<file path="src/rtl/cpu_types_pkg.sv">
// Shared CPU types: hazard FSM states, register-index type and the stall lengths
// used by the hazard controller.
package cpu_types_pkg;
    localparam int REGIDX_W = 5;
    typedef logic [REGIDX_W-1:0] regbits_t;

    typedef enum logic [1:0] {
        RUN   = 2'd0,
        STALL = 2'd1,
        HALT  = 2'd2
    } hz_state_t;

    localparam int LD_USE_LEN  = 1;
    localparam int BR_LOAD_LEN = 2;
endpackage

</file>
<file path="src/rtl/hazard_detect.sv">
// Combinational hazard classifier: flags a hazard the forwarding unit cannot cover
// and reports how many cycles the ID instruction must be held.
module hazard_detect
    import cpu_types_pkg::*;
#(
    parameter int REG_W = 5
) (
    input  logic [REG_W-1:0] id_rs_i,
    input  logic [REG_W-1:0] id_rt_i,
    input  logic             id_uses_rt_i,
    input  logic             id_branch_i,
    input  logic [REG_W-1:0] ex_rd_i,
    input  logic             ex_regwr_i,
    input  logic             ex_memread_i,
    input  logic [REG_W-1:0] mem_rd_i,
    input  logic             mem_memread_i,
    output logic             hz_o,
    output logic [1:0]       len_o
);
    logic dep_ex, dep_mem;
    logic ld_use, br_alu, br_ld, br_mem;

    // r0 is hardwired to zero, so a write to it never creates a dependence.
    assign dep_ex  = ex_regwr_i && (ex_rd_i != '0) &&
                     ((ex_rd_i == id_rs_i) || (id_uses_rt_i && (ex_rd_i == id_rt_i)));
    assign dep_mem = mem_memread_i && (mem_rd_i != '0) &&
                     ((mem_rd_i == id_rs_i) || (id_uses_rt_i && (mem_rd_i == id_rt_i)));

    assign ld_use = ex_memread_i && dep_ex && !id_branch_i;
    assign br_alu = id_branch_i && dep_ex && !ex_memread_i;
    assign br_ld  = id_branch_i && dep_ex && ex_memread_i;
    assign br_mem = id_branch_i && dep_mem;

    assign hz_o  = ld_use || br_alu || br_ld || br_mem;
    // The longest overlapping hazard wins.
    assign len_o = br_ld ? 2'(BR_LOAD_LEN) : 2'(LD_USE_LEN);
endmodule

</file>
<file path="src/rtl/hazard_ctrl.sv">
// Pipeline hazard/stall controller: PC and latch enables/flushes, stall FSM,
// sticky halt and stall/flush performance counters.
module hazard_ctrl
    import cpu_types_pkg::*;
#(
    parameter int REG_W = 5,
    parameter int CNT_W = 32
) (
    input  logic             CLK,
    input  logic             nRST,
    input  logic [REG_W-1:0] id_rs,
    input  logic [REG_W-1:0] id_rt,
    input  logic             id_uses_rt,
    input  logic             id_branch,
    input  logic [REG_W-1:0] ex_rd,
    input  logic             ex_regwr,
    input  logic             ex_memread,
    input  logic [REG_W-1:0] mem_rd,
    input  logic             mem_memread,
    input  logic             mem_memwrite,
    input  logic             ex_pcsrc,
    input  logic             ihit,
    input  logic             dhit,
    input  logic             mem_halt,
    output logic             pc_en,
    output logic             ifid_en,
    output logic             idex_en,
    output logic             exmem_en,
    output logic             memwb_en,
    output logic             ifid_flush,
    output logic             idex_flush,
    output logic             exmem_flush,
    output logic             memwb_flush,
    output logic             halt,
    output logic [CNT_W-1:0] stall_cycles,
    output logic [CNT_W-1:0] flush_events
);
    localparam logic [1:0] ST_RUN   = RUN;
    localparam logic [1:0] ST_STALL = STALL;
    localparam logic [1:0] ST_HALT  = HALT;

    logic [1:0]       state_q, state_d;
    logic [1:0]       cnt_q, cnt_d;
    logic [CNT_W-1:0] stall_q, flush_q;
    logic [4:0]       en;
    logic [3:0]       fl;
    logic             hz, dwait, flush_ev, stall_ev;
    logic [1:0]       hz_len;

    hazard_detect #(.REG_W(REG_W)) u_detect (
        .id_rs_i       (id_rs),
        .id_rt_i       (id_rt),
        .id_uses_rt_i  (id_uses_rt),
        .id_branch_i   (id_branch),
        .ex_rd_i       (ex_rd),
        .ex_regwr_i    (ex_regwr),
        .ex_memread_i  (ex_memread),
        .mem_rd_i      (mem_rd),
        .mem_memread_i (mem_memread),
        .hz_o          (hz),
        .len_o         (hz_len)
    );

    assign dwait = (mem_memread || mem_memwrite) && !dhit;

    always_comb begin
        en       = '1;
        fl       = '0;
        state_d  = state_q;
        cnt_d    = cnt_q;
        flush_ev = 1'b0;
        if (!nRST) begin
            en = '0;
        end else if (state_q == ST_HALT || mem_halt) begin
            en      = '0;
            state_d = ST_HALT;
        end else if (dwait) begin
            // EX is frozen too, so a resolved branch there simply waits with it.
            en = '0;
            fl = 4'b0001;
        end else if (ex_pcsrc) begin
            fl       = 4'b1100;
            state_d  = ST_RUN;
            cnt_d    = '0;
            flush_ev = 1'b1;
        end else if (state_q == ST_STALL || hz) begin
            en = 5'b00111;
            fl = 4'b0100;
            if (state_q == ST_STALL) begin
                cnt_d = cnt_q - 2'd1;
                if (cnt_q <= 2'd1) state_d = ST_RUN;
            end else if (hz_len == 2'(BR_LOAD_LEN)) begin
                state_d = ST_STALL;
                cnt_d   = 2'(BR_LOAD_LEN - 1);
            end
        end else if (!ihit) begin
            en = 5'b01111;
            fl = 4'b1000;
        end
    end

    assign stall_ev = !en[4] && (state_q != ST_HALT);

    always_ff @(posedge CLK or negedge nRST) begin
        if (!nRST) begin
            state_q <= ST_RUN;
            cnt_q   <= '0;
            stall_q <= '0;
            flush_q <= '0;
        end else begin
            state_q <= state_d;
            cnt_q   <= cnt_d;
            if (stall_ev) stall_q <= stall_q + CNT_W'(1);
            if (flush_ev) flush_q <= flush_q + CNT_W'(1);
        end
    end

    assign {pc_en, ifid_en, idex_en, exmem_en, memwb_en}          = en;
    assign {ifid_flush, idex_flush, exmem_flush, memwb_flush}     = fl;
    assign halt         = (state_q == ST_HALT);
    assign stall_cycles = stall_q;
    assign flush_events = flush_q;
endmodule

</file>
<file path="config.mk">
export PLATFORM = sky130hd
export DESIGN_NAME = hazard_ctrl
export DESIGN_NICKNAME = d
export VERILOG_FILES = /design/src/rtl/cpu_types_pkg.sv /design/src/rtl/hazard_detect.sv /design/src/rtl/hazard_ctrl.sv
export SDC_FILE = /design/constraint.sdc
export NUM_CORES = 1
export LEC_CHECK = 0
export BUFFER_PORTS_ARGS = -buffer_cell sky130_fd_sc_hd__buf_4
export CAP_MARGIN = 20
export CORE_MARGIN = 3
export CORE_UTILIZATION = 37
export DETAILED_ROUTE_END_ITERATION = 10
export MAX_ROUTING_LAYER = met4
export PLACE_DENSITY = 0.68
export SETUP_SLACK_MARGIN = 0.02
export SLEW_MARGIN = 10
export SYNTH_ARGS = -nofsm -noshare
export SYNTH_HDL_FRONTEND = slang
export SYNTH_HIERARCHICAL = 1
export SYNTH_SLANG_ARGS = --single-unit
</file>
<file path="constraint.sdc">
create_clock -name CLK -period 3.8 [get_ports CLK]
set_clock_uncertainty 0.05 [all_clocks]
set_input_delay 0.76 -clock CLK [delete_from_list [all_inputs] [get_ports CLK]]
set_output_delay 0.76 -clock CLK [all_outputs]
set_load 0.02 [all_outputs]
</file>
==> reports/metrics.cfg <==
[clock_network]
cts.repair.resized = 0
clock_path_buffers = 2
h-tree-depth = 3
root_buffer = clkbuf_8
cts_tree = done
path_clk_slew_ps = 70
postCtsHoldBufs = 0
cts_num_sinks = 68
cts_buffers = 9
clk-insertion-delay-late_ps = 340
cts_post_setup_buffers_inserted = 0

[critical_path]
reg2regPathDepth = 5
worst-path-max-fanout = 3
crit_required_ps = 2990
startpoint_type = input port
crit_path_end_kind = primary output
r2r-start = flush_events[10]
path_class = input port to primary output
timing.rr.end = flush_events[28]
r2r_slack_ps = 1390
arrival_ps = 2690

[routing]
wl_um = 8210
ant_nets = 0
via_per_inst = 4.92
vias = 2888
wl_per_cell_um = 14.0
drt_iter0_markers = 132
firstDrtPassIters = 4
drc = 0

[floorplan]
core_um2 = 9280
num_rows = 35
die_w_um = 104
io_pins = 106
die_y_um = 104
start_util = 0.383
die_area_um2 = 10800

[final_layout]
design_area_um2 = 4640
seqCellArea_um2 = 1700
syn2layout_area_growth_pct = 30.4
nFillCells = 919
multiInputGateArea_um2 = 1780
antennaDiodeCount = 0
final_nets = 490
drive_gt1_frac = 0.295

[worst_hold_path]
worstHoldStart = flush_events[31]
min_to = flush_events[31]
whs_path_depth = 1
min_path_type = register to register

[logic_synthesis]
synth_area_um2 = 3560
synthCells = 346
yosysWarningCount = 6
synth_enable_flop_cells = 0
yosys_most_used_dff = dfrtp_1
ys_ff_latch = 68
ys_async_sr_fraction = 1.00
ys_seq_area_frac = 0.478
synth_nets = 381
syn_area_per_cell_um2 = 10.3
yosysUniqueCellTypes = 49

[sta]
final-hold-violation-count = 0
fmax_mhz = 285
finalSetupViolCount = 0
period_share = 0.922
tns_ps = 0
rsz0062_at_grt = no
timing.final.crit_period_ps = 3500
worst_slew_pin_slew_ps = 872
fin_hold_ws_ps = 422
slew_violations = 0
slew_headroom = 0.419

[placed_design]
port_buffers = 104
placed_area_um2 = 4480
place.gp.congestion = 0.858
dp_hpwl_um = 6190

[grt]
grt_pass1_vias = 2827
overflow = 0
grt_pass1_wl_um = 14100
track_usage = 0.162
antenna_found_initial = 0
grt_max_degree = 72

[pwr]
p_leak_nw = 2.17
powerDensity_nw_per_um2 = 314
ir_drop_uv = 245

[run_status]
status = finished clean

[job]
cap_violations = 0

[worst max-delay path, cell delays in order]
cell and delay [ps]:
buf_4 120, or4_1 540, o21ai_1 240, nor3b_2 90, o21a_1 190, nand2b_1 160
o21a_1 180, nor2_1 200, buf_4 190
[where the power goes]
| part | internal (mW) | switching [mW] | leakage, nW |
|---|---|---|---|
| Combinational | 0.0832 | 0.0944 | 1.18 |
| Clock | 0.247 | 0.258 | 0.0783 |
| Sequential | 0.746 | 0.0314 | 0.906 |
| Total | 1.08 | 0.384 | 2.17 |
[placed cells by master, fill, tap and decap left out, types with 3 or more instances in the layout]
master	n
buf_4	108
dfrtp_1	68
xnor2_1	50
xor2_1	32
nand2_1	27
nand3_1	24
nand4_1	19
nor2_1	16
nor3_1	13
clkbuf_8	10
and3_1	9
inv_1	8
a21oi_1	8
nand2b_1	6
o21ai_0	4
and2_1	4
nor2b_1	3
o21a_1	3
nor4_2	3
and3_2	3
or4_1	3
nor4_1	3
ha_1	3
[cells by family (layout without fill, tap and decap cells)]
group,Yosys count,after routing,share of synthesized area
buffers and inverters,19,131,0.0250
multiplexers,2,2,0.00633
AO/OA/AOI/OAI,26,26,0.0471
adder cells (fa/ha/maj),3,3,0.0105
flip-flops,68,68,0.478
other,1,1,0.00105
XOR/XNOR,82,82,0.202
AND/OR/NAND/NOR,145,145,0.230
[worst max-delay path by stage]
stage / from / to
floorplan: ex_rd[3] / pc_en
CTS: ex_rd[3] / pc_en
detailed placement: ex_rd[3] / stall_cycles[22]
global route: ex_rd[3] / pc_en
global placement: ex_rd[3] / stall_cycles[26]
finish: ex_rd[3] / pc_en
[synth_stat cells (all sizes together), types with 2 or more instances]
cell type  number  share of area
dfrtp          68           0.48
xnor2          50           0.12
xor2           32          0.079
nand2          28          0.030
nand3          24          0.034
nand4          19          0.033
nor2           16          0.017
nor3           13          0.018
and3           12          0.022
a21oi           8          0.011
inv             8         0.0084
nor4            7          0.020
buf             6          0.011
nand2b          6          0.011
o21ai           5         0.0070
and2            4         0.0070
clkbuf          4         0.0042
ha              3          0.011
nor2b           3         0.0053
o21a            3         0.0063
or4             3         0.0063
a32oi           2         0.0049
and4            2         0.0049
mux2            2         0.0063
nor3b           2         0.0056
or2             2         0.0035
or4b            2         0.0067
[state kept, by name, indices dropped and copies added (netlist names)]
| name | flops |
|---|---|
| cnt_q | 2 |
| stall_cycles | 32 |
| flush_events | 32 |
| state_q | 2 |
[metal layers]
metal / routed length [um] / global-route usage
met5: 0 / -
met3: 418 / 0.0422
met4: 133 / 0.0522
met1: 3830 / 0.216
met2: 3830 / 0.243
[layout make-up]
| type | count | share of cell area |
|---|---|---|
| clock buffers | 12 | 0.0313 |
| clock inverters | 2 | 0.00270 |
| inverters | 9 | 0.00755 |
| multi-input cells | 259 | 0.382 |
| flip-flops and latches | 68 | 0.367 |
| well taps | 129 | 0.0348 |
| repair buffers | 108 | 0.175 |
[metrics by stage]
step                std cells  total power [mW]   util  worst slack [ps]
CTS                       586              1.48  0.499               310
finish                    587              1.46  0.500               297
detailed placement        572             0.970  0.482               178
floorplan                 346             0.870      -               634
global route              587              1.53  0.500               153
global placement          572             0.968  0.482               292
No activity file was read; power rests on OpenSTA's default activity.
